## src/rtl/ad9434_idelay_cal.sv

```systemverilog
// ---------------------------------------------------------------------------
// ad9434_idelay_cal
//
// Per-lane IDELAYE2 tap calibration for the AD9434 LVDS DDR capture path.
// While the ADC drives a known test pattern, every tap (0..2**TAP_W-1) is
// loaded on all lanes at once, allowed to settle, and then scored over
// CHECK_CYCLES consecutive Q1/Q2 samples. Each lane tracks its widest run of
// passing taps. At the end of the sweep the centre of that run is loaded
// into the IDELAY, or DEFAULT_TAP if the run is narrower than MIN_EYE.
//
// Ports
//   adc_clk_i            capture clock, also drives the IDELAYE2 C pin
//   rst_i                synchronous active-high reset
//   cal_start_i          one-cycle start pulse (honoured in IDLE/DONE only)
//   idelay_rdy_i         IDELAYCTRL RDY; a drop mid-sweep restarts the sweep
//   data_q1_i/data_q2_i  registered IDDR Q1/Q2 bit per lane
//   exp_q1_i/exp_q2_i    expected Q1/Q2 bit per lane (static while busy)
//   idelay_ld_o          per-lane IDELAYE2 LD
//   idelay_cntvaluein_o  per-lane CNTVALUEIN, lane i at [i*TAP_W +: TAP_W]
//   cal_busy_o           sweep in progress
//   cal_done_o           sticky completion flag, cleared by cal_start_i
//   cal_fail_o           lane found no window of at least MIN_EYE taps
//   lane_tap_o           final tap per lane
//   lane_eye_o           widest passing window per lane (0..2**TAP_W)
// ---------------------------------------------------------------------------
module ad9434_idelay_cal #(
    parameter int NUM_LANES     = 6,
    parameter int TAP_W         = 5,
    parameter int SETTLE_CYCLES = 16,
    parameter int CHECK_CYCLES  = 256,
    parameter int MIN_EYE       = 4,
    parameter int DEFAULT_TAP   = 19
) (
    input  logic                           adc_clk_i,
    input  logic                           rst_i,
    input  logic                           cal_start_i,
    input  logic                           idelay_rdy_i,
    input  logic [NUM_LANES-1:0]           data_q1_i,
    input  logic [NUM_LANES-1:0]           data_q2_i,
    input  logic [NUM_LANES-1:0]           exp_q1_i,
    input  logic [NUM_LANES-1:0]           exp_q2_i,
    output logic [NUM_LANES-1:0]           idelay_ld_o,
    output logic [NUM_LANES*TAP_W-1:0]     idelay_cntvaluein_o,
    output logic                           cal_busy_o,
    output logic                           cal_done_o,
    output logic [NUM_LANES-1:0]           cal_fail_o,
    output logic [NUM_LANES*TAP_W-1:0]     lane_tap_o,
    output logic [NUM_LANES*(TAP_W+1)-1:0] lane_eye_o
);

    localparam int LEN_W   = TAP_W + 1;
    localparam int CNT_MAX = (SETTLE_CYCLES > CHECK_CYCLES) ? SETTLE_CYCLES : CHECK_CYCLES;
    localparam int CNT_W   = $clog2(CNT_MAX + 1);

    localparam logic [TAP_W-1:0] TAP_LAST    = '1;
    localparam logic [TAP_W-1:0] TAP_ONE     = TAP_W'(1);
    localparam logic [TAP_W-1:0] DEF_TAP     = TAP_W'(DEFAULT_TAP);
    localparam logic [LEN_W-1:0] LEN_ZERO    = '0;
    localparam logic [LEN_W-1:0] LEN_ONE     = LEN_W'(1);
    localparam logic [LEN_W-1:0] MIN_EYE_L   = LEN_W'(MIN_EYE);
    localparam logic [CNT_W-1:0] CNT_ONE     = CNT_W'(1);
    localparam logic [CNT_W-1:0] SETTLE_LAST = CNT_W'(SETTLE_CYCLES - 1);
    localparam logic [CNT_W-1:0] CHECK_LAST  = CNT_W'(CHECK_CYCLES - 1);

    typedef enum logic [2:0] {
        S_IDLE,
        S_WAIT_RDY,
        S_LOAD,
        S_SETTLE,
        S_CHECK,
        S_SCORE,
        S_APPLY,
        S_DONE
    } state_t;

    state_t                         state_q;
    logic [TAP_W-1:0]               tap_q;
    logic [CNT_W-1:0]               cnt_q;
    logic [NUM_LANES-1:0]           pass_q;

    // Per-lane window trackers; cleared on every (re)start of the sweep,
    // so they need no reset of their own.
    logic [LEN_W-1:0]               run_len_q    [NUM_LANES];
    logic [TAP_W-1:0]               run_start_q  [NUM_LANES];
    logic [LEN_W-1:0]               best_len_q   [NUM_LANES];
    logic [TAP_W-1:0]               best_start_q [NUM_LANES];

    logic [NUM_LANES-1:0]           ld_q;
    logic [NUM_LANES*TAP_W-1:0]     cntval_q;
    logic                           busy_q;
    logic                           done_q;
    logic [NUM_LANES-1:0]           fail_q;
    logic [NUM_LANES*TAP_W-1:0]     lane_tap_q;
    logic [NUM_LANES*LEN_W-1:0]     lane_eye_q;

    // Tracker values after scoring the current tap, and the centre tap
    // derived from them. The final tap is computed from these so that the
    // APPLY cycle already presents the final LD/CNTVALUEIN.
    logic [LEN_W-1:0]               run_len_d    [NUM_LANES];
    logic [TAP_W-1:0]               run_start_d  [NUM_LANES];
    logic [LEN_W-1:0]               best_len_d   [NUM_LANES];
    logic [TAP_W-1:0]               best_start_d [NUM_LANES];
    logic [TAP_W-1:0]               final_tap_d  [NUM_LANES];
    logic [NUM_LANES-1:0]           fail_d;

    logic [NUM_LANES-1:0]           lane_ok;
    logic [TAP_W-1:0]               tap_nxt;

    assign lane_ok = ~((data_q1_i ^ exp_q1_i) | (data_q2_i ^ exp_q2_i));
    assign tap_nxt = tap_q + TAP_ONE;

    always_comb begin
        fail_d = '0;
        for (int i = 0; i < NUM_LANES; i++) begin
            run_len_d[i]    = LEN_ZERO;
            run_start_d[i]  = run_start_q[i];
            if (pass_q[i]) begin
                run_len_d[i]   = run_len_q[i] + LEN_ONE;
                run_start_d[i] = (run_len_q[i] == LEN_ZERO) ? tap_q : run_start_q[i];
            end

            // Strictly greater: on a tie the earlier window is kept.
            best_len_d[i]   = best_len_q[i];
            best_start_d[i] = best_start_q[i];
            if (run_len_d[i] > best_len_q[i]) begin
                best_len_d[i]   = run_len_d[i];
                best_start_d[i] = run_start_d[i];
            end

            // The window lies inside 0..TAP_LAST, so start + len/2 cannot
            // overflow TAP_W bits.
            if (best_len_d[i] >= MIN_EYE_L) begin
                final_tap_d[i] = best_start_d[i] + TAP_W'(best_len_d[i] >> 1);
                fail_d[i]      = 1'b0;
            end else begin
                final_tap_d[i] = DEF_TAP;
                fail_d[i]      = 1'b1;
            end
        end
    end

    always_ff @(posedge adc_clk_i) begin
        if (rst_i) begin
            state_q    <= S_IDLE;
            tap_q      <= '0;
            cnt_q      <= '0;
            ld_q       <= '0;
            cntval_q   <= {NUM_LANES{DEF_TAP}};
            busy_q     <= 1'b0;
            done_q     <= 1'b0;
            fail_q     <= '0;
            lane_tap_q <= {NUM_LANES{DEF_TAP}};
            lane_eye_q <= '0;
        end else begin
            // LD is a single-cycle strobe; only the LOAD and APPLY entries raise it.
            ld_q <= '0;

            case (state_q)
                S_IDLE, S_DONE: begin
                    if (cal_start_i) begin
                        busy_q  <= 1'b1;
                        done_q  <= 1'b0;
                        state_q <= S_WAIT_RDY;
                    end
                end

                S_WAIT_RDY: begin
                    if (idelay_rdy_i) begin
                        tap_q    <= '0;
                        pass_q   <= '0;
                        for (int i = 0; i < NUM_LANES; i++) begin
                            run_len_q[i]    <= LEN_ZERO;
                            run_start_q[i]  <= '0;
                            best_len_q[i]   <= LEN_ZERO;
                            best_start_q[i] <= '0;
                        end
                        cntval_q <= '0;
                        ld_q     <= '1;
                        state_q  <= S_LOAD;
                    end
                end

                S_LOAD: begin
                    cnt_q <= '0;
                    if (!idelay_rdy_i) begin
                        state_q <= S_WAIT_RDY;
                    end else begin
                        state_q <= S_SETTLE;
                    end
                end

                S_SETTLE: begin
                    if (!idelay_rdy_i) begin
                        state_q <= S_WAIT_RDY;
                    end else if (cnt_q == SETTLE_LAST) begin
                        cnt_q   <= '0;
                        pass_q  <= '1;
                        state_q <= S_CHECK;
                    end else begin
                        cnt_q <= cnt_q + CNT_ONE;
                    end
                end

                S_CHECK: begin
                    if (!idelay_rdy_i) begin
                        state_q <= S_WAIT_RDY;
                    end else begin
                        pass_q <= pass_q & lane_ok;
                        if (cnt_q == CHECK_LAST) begin
                            state_q <= S_SCORE;
                        end else begin
                            cnt_q <= cnt_q + CNT_ONE;
                        end
                    end
                end

                S_SCORE: begin
                    if (!idelay_rdy_i) begin
                        state_q <= S_WAIT_RDY;
                    end else begin
                        for (int i = 0; i < NUM_LANES; i++) begin
                            run_len_q[i]    <= run_len_d[i];
                            run_start_q[i]  <= run_start_d[i];
                            best_len_q[i]   <= best_len_d[i];
                            best_start_q[i] <= best_start_d[i];
                        end
                        if (tap_q == TAP_LAST) begin
                            // Final results go out registered so that they
                            // are on the pins during the APPLY cycle.
                            for (int i = 0; i < NUM_LANES; i++) begin
                                cntval_q[i*TAP_W +: TAP_W]   <= final_tap_d[i];
                                lane_tap_q[i*TAP_W +: TAP_W] <= final_tap_d[i];
                                lane_eye_q[i*LEN_W +: LEN_W] <= best_len_d[i];
                            end
                            fail_q  <= fail_d;
                            ld_q    <= '1;
                            state_q <= S_APPLY;
                        end else begin
                            tap_q    <= tap_nxt;
                            cntval_q <= {NUM_LANES{tap_nxt}};
                            ld_q     <= '1;
                            state_q  <= S_LOAD;
                        end
                    end
                end

                S_APPLY: begin
                    busy_q  <= 1'b0;
                    done_q  <= 1'b1;
                    state_q <= S_DONE;
                end

                default: begin
                    state_q <= S_IDLE;
                end
            endcase
        end
    end

    assign idelay_ld_o         = ld_q;
    assign idelay_cntvaluein_o = cntval_q;
    assign cal_busy_o          = busy_q;
    assign cal_done_o          = done_q;
    assign cal_fail_o          = fail_q;
    assign lane_tap_o          = lane_tap_q;
    assign lane_eye_o          = lane_eye_q;

endmodule

```

## config.mk

```make
export PLATFORM = sky130hd
export DESIGN_NAME = ad9434_idelay_cal
export DESIGN_NICKNAME = d
export VERILOG_FILES = /design/src/rtl/ad9434_idelay_cal.sv
export SDC_FILE = /design/constraint.sdc
export NUM_CORES = 1
export LEC_CHECK = 0
export ABC_CLOCK_PERIOD_IN_PS = 12700
export CAP_MARGIN = 30
export CORE_UTILIZATION = 30
export CTS_CLUSTER_DIAMETER = 200
export DETAILED_ROUTE_END_ITERATION = 8
export PLACE_DENSITY = 0.57
export SYNTH_ARGS = -nofsm -noshare
export SYNTH_HDL_FRONTEND = slang
export SYNTH_SLANG_ARGS = --single-unit
```

## constraint.sdc

```tcl
create_clock -name adc_clk_i -period 12.7 [get_ports adc_clk_i]
set_input_delay 3.175 -clock adc_clk_i [delete_from_list [all_inputs] [get_ports adc_clk_i]]
set_output_delay 3.175 -clock adc_clk_i [all_outputs]
set_load 0.02 [all_outputs]
```

==> key figures <==
Placed design
  – RePlAce Congestion: approximately 0.8
  – Area post-placement: about 16000 um^2
  – Placed wire-length estimate: roughly 27000 um
  – Dpl ws: 5.79 ns
  – DP Cell Count: ~2.1k
  – PortBufs: roughly 140

CTS
  – Setup Fix Bufs, Post-CTS: 0
  – CTS max path bufs: 3
  – CTS tree: yes
  – Clock insertion delay at the later pin of the skew report: approximately 0.56 ns
  – Sink Count: between 200 and 300
  – Post-CTS resize count: 0
  – Post-CTS Hold Fix Bufs: 0
  – Cts bufs inserted: 29
  – CTS H-tree depth: 1
  – Clk pin slew, worst setup/hold paths: about 0.06 ns
  – CTS root buf: clkbuf_16

Setup path
  – Worst R2R Path Depth: 16
  – CP Buf/Inv Count: 3
  – Worst Setup End Kind: register
  – Crit-path max FO: between 60 and 70
  – Data required time at the worst endpoint: 12.89 ns
  – Worst path top cell family by delay: buffers and inverters
  – Crit-path cells: clkdlybuf4s50_1, nand2_1, or2_2, nor2_4, buf_4, buf_4
  – Critical path type: primary input to register
  – Critical Path Start Type: primary input
  – Worst path slowest cell: buf_4
  – Worst r2r src: run_len_q[2][2]
  – Critical Path Source: idelay_rdy_i
  – WP depth: 6
  – Critical path arrival: roughly 6.6 ns
  – CP max stage delay: approximately 0.8 ns
  – CP most frequent cell: buf_4

Cells and area
  – Cell Count, Final, Fillers Out: between 2k and 2.5k
  – Number of diodes: 0
  – Post-Layout Inst Area: between 15000 and 20000 um^2
  – Register Area: 6590 um^2
  – Most frequent cells in the layout: 215 x nor2_1, 138 x edfxtp_1, 136 x clkdlybuf4s50_1
  – Commonest non-fill, non-tap cell in the layout: nor2_1
  – Fraction of layout instances using a drive strength above 1: under 10%
  – Area Growth Syn to Fin: 21.6%
  – Fillers: about 4.5k
  – Nets@finish: approximately 1.7k
  – Multi-input gate area: between 6000 and 7000 um^2
  – Util after Layout: a little under two fifths

STA
  – Fin. Hold Viols: 0
  – Tcrit/Tclk final: around half
  – Max Freq: roughly 160 MHz
  – Setup_tns: 0 ns
  – Slew Viols, Final: 0
  – Max_slew headroom: about a third
  – Worst Tran Pin Value: 1.01 ns
  – Crit path time final: 6.37 ns
  – Count of final setup violators: 0
  – Fin Hold WS: between 0.4 and 0.5 ns
  – RSZ-0062 raised after global routing: false
  – Skew final: 0.00687 ns
  – Final worst slack: 6.33 ns

Die
  – Die Y: 217 um
  – Chip width: approximately 220 um
  – Num rows: a little under 80
  – Die Footprint: 47300 um^2
  – Io pins: ~140
  – Core area: roughly 46000 um^2
  – Initial core utilization: 30.5%

Status
  – Status: finished, final reports clean

Global route
  – Largest net degree at the start of global routing: between 90 and 100
  – Overflow left after global routing: 0
  – Global-route wire length before repair: slightly above 60000 um
  – Initial antenna violation count: 0
  – GRT Overall Usage: 16.4%
  – Vias in the first global route: 10.6k

Worst hold path
  – WHS Path Cells: 2
  – Hold Crit Start: lane_tap_o[12]
  – Hold crit path type: register to register

Yosys
  – Asr flop ratio synth: 0%
  – Largest cells by area after synthesis: edfxtp_1 30%, dfxtp_1 18%, ha_1 6.4%
  – Most frequently used flop master after synthesis: edfxtp_1
  – Count of state elements after synthesis: 260
  – Area leader, netlist: edfxtp_1
  – Synthesized Nets: between 1.5k and 2k
  – Synth warn: 0
  – Seq/Total Area, Yosys: 47.3%
  – Post-synth EDFFs: around 140
  – Top cell type's share of synthesized area: 29.8%
  – Post-Synthesis Cells: between 1k and 1.5k
  – Yosys cell types: 70
  – Post-synthesis cell area: 13900 um^2
  – Mean Syn Cell Area: around 9.6 um^2

Detailed routing
  – DRT met1 WL: 18300 um
  – Post-DR vias/cell: around 5.0
  – First-pass iteration count of the detailed router: 5
  – Highest metal used: met4
  – WL met2: roughly 18000 um
  – Drc violations: 0
  – Initial DRC Count: between 600 and 700
  – DR WL/cell: between 15 and 20 um
  – DR WL met3: 2090 um
  – Via count: about 11k
  – Final WL: just under 40000 um
  – Antenna Nets Post-Route: 0

Power and ir drop
  – Maximum vdd drop: roughly 98 uV
  – Overall Power: approximately 2.1 mW
  – Pwr/cell area: ~120 nW/um^2
  – Lkg Pwr: 6.54 nW

Flow run
  – Maxcap violations: 0
kinds of logic after synthesis:
kind of cell	after synthesis	share of synthesized area, %
buffers and inverters	177	4.98
adder cells (fa/ha/maj)	88	7.97
AND/OR/NAND/NOR	495	16.3
XOR/XNOR	65	4.09
flip-flops	260	47.3
multiplexers	75	5.54
AO/OA/AOI/OAI	296	13.8
per-layer routing:
layer / vias up / track usage (%)
li1: 5394 / -
met1: 5262 / 22.3
met2: 264 / 27.0
met3: 46 / 2.88
met4: 0 / 3.94
met5: - / 0
state kept, by name, indices dropped and copies added (netlist names):
name                 count
cal_fail_o               6
cnt_q                    9
idelay_ld_o              1
state_q                  3
pass_q                   6
run_start_q             30
cal_done_o               1
best_len_q              36
lane_eye_o              36
lane_tap_o              30
cal_busy_o               1
idelay_cntvaluein_o     30
run_len_q               36
best_start_q            30
tap_q                    5
path summary, 6_finish.rpt:
path	end	slack, ns
hold reg to reg	lane_tap_o[12]	0.46
hold / removal	lane_tap_o[12]	0.46
setup / recovery	run_start_q[0][3]	6.33
setup reg to reg	lane_tap_o[14]	7.42
Yosys cell counts (6+ instances only):
cell type / n
nor2b_1: 7
buf_1: 11
ha_1: 71
maj3_1: 11
a21o_1: 8
nand2b_1: 8
o211ai_1: 8
or3_1: 15
o41ai_1: 7
nor3_1: 29
mux2_2: 12
mux2i_1: 62
o21ai_0: 50
o22ai_1: 7
nand4_1: 9
nand3_1: 40
xnor2_1: 24
a21oi_1: 99
a211oi_1: 46
and2_1: 23
nand2_1: 98
nor2_1: 218
inv_1: 95
dfxtp_1: 122
edfxtp_1: 138
nor4b_1: 8
xor2_1: 41
a211o_1: 11
and3_1: 17
a31oi_1: 14
a311oi_1: 6
clkbuf_1: 61
cell type report:
class,count,share of cell area (%)
Clock buffer,38,5.35
Clock inverter,15,0.843
Inverter,97,2.15
Multi-Input combinational cell,1019,39.5
Sequential cell,260,38.9
Tap cell,600,4.44
Timing Repair Buffer,153,8.82
tightest hold or removal path, delay by kind of cell, from the launching register on:
kind | cells | cell delay, ns
DFF | 1 | 0.31
and+or+nand+nor | 1 | 0.05
AOI/OAI and AO/OA | 1 | 0.05
power breakdown:
part           switching, mW  internal (mW)
Clock                  0.363          0.544
Sequential            0.0215          0.908
Combinational          0.169         0.0994
Power figures use the tool's default switching activity.
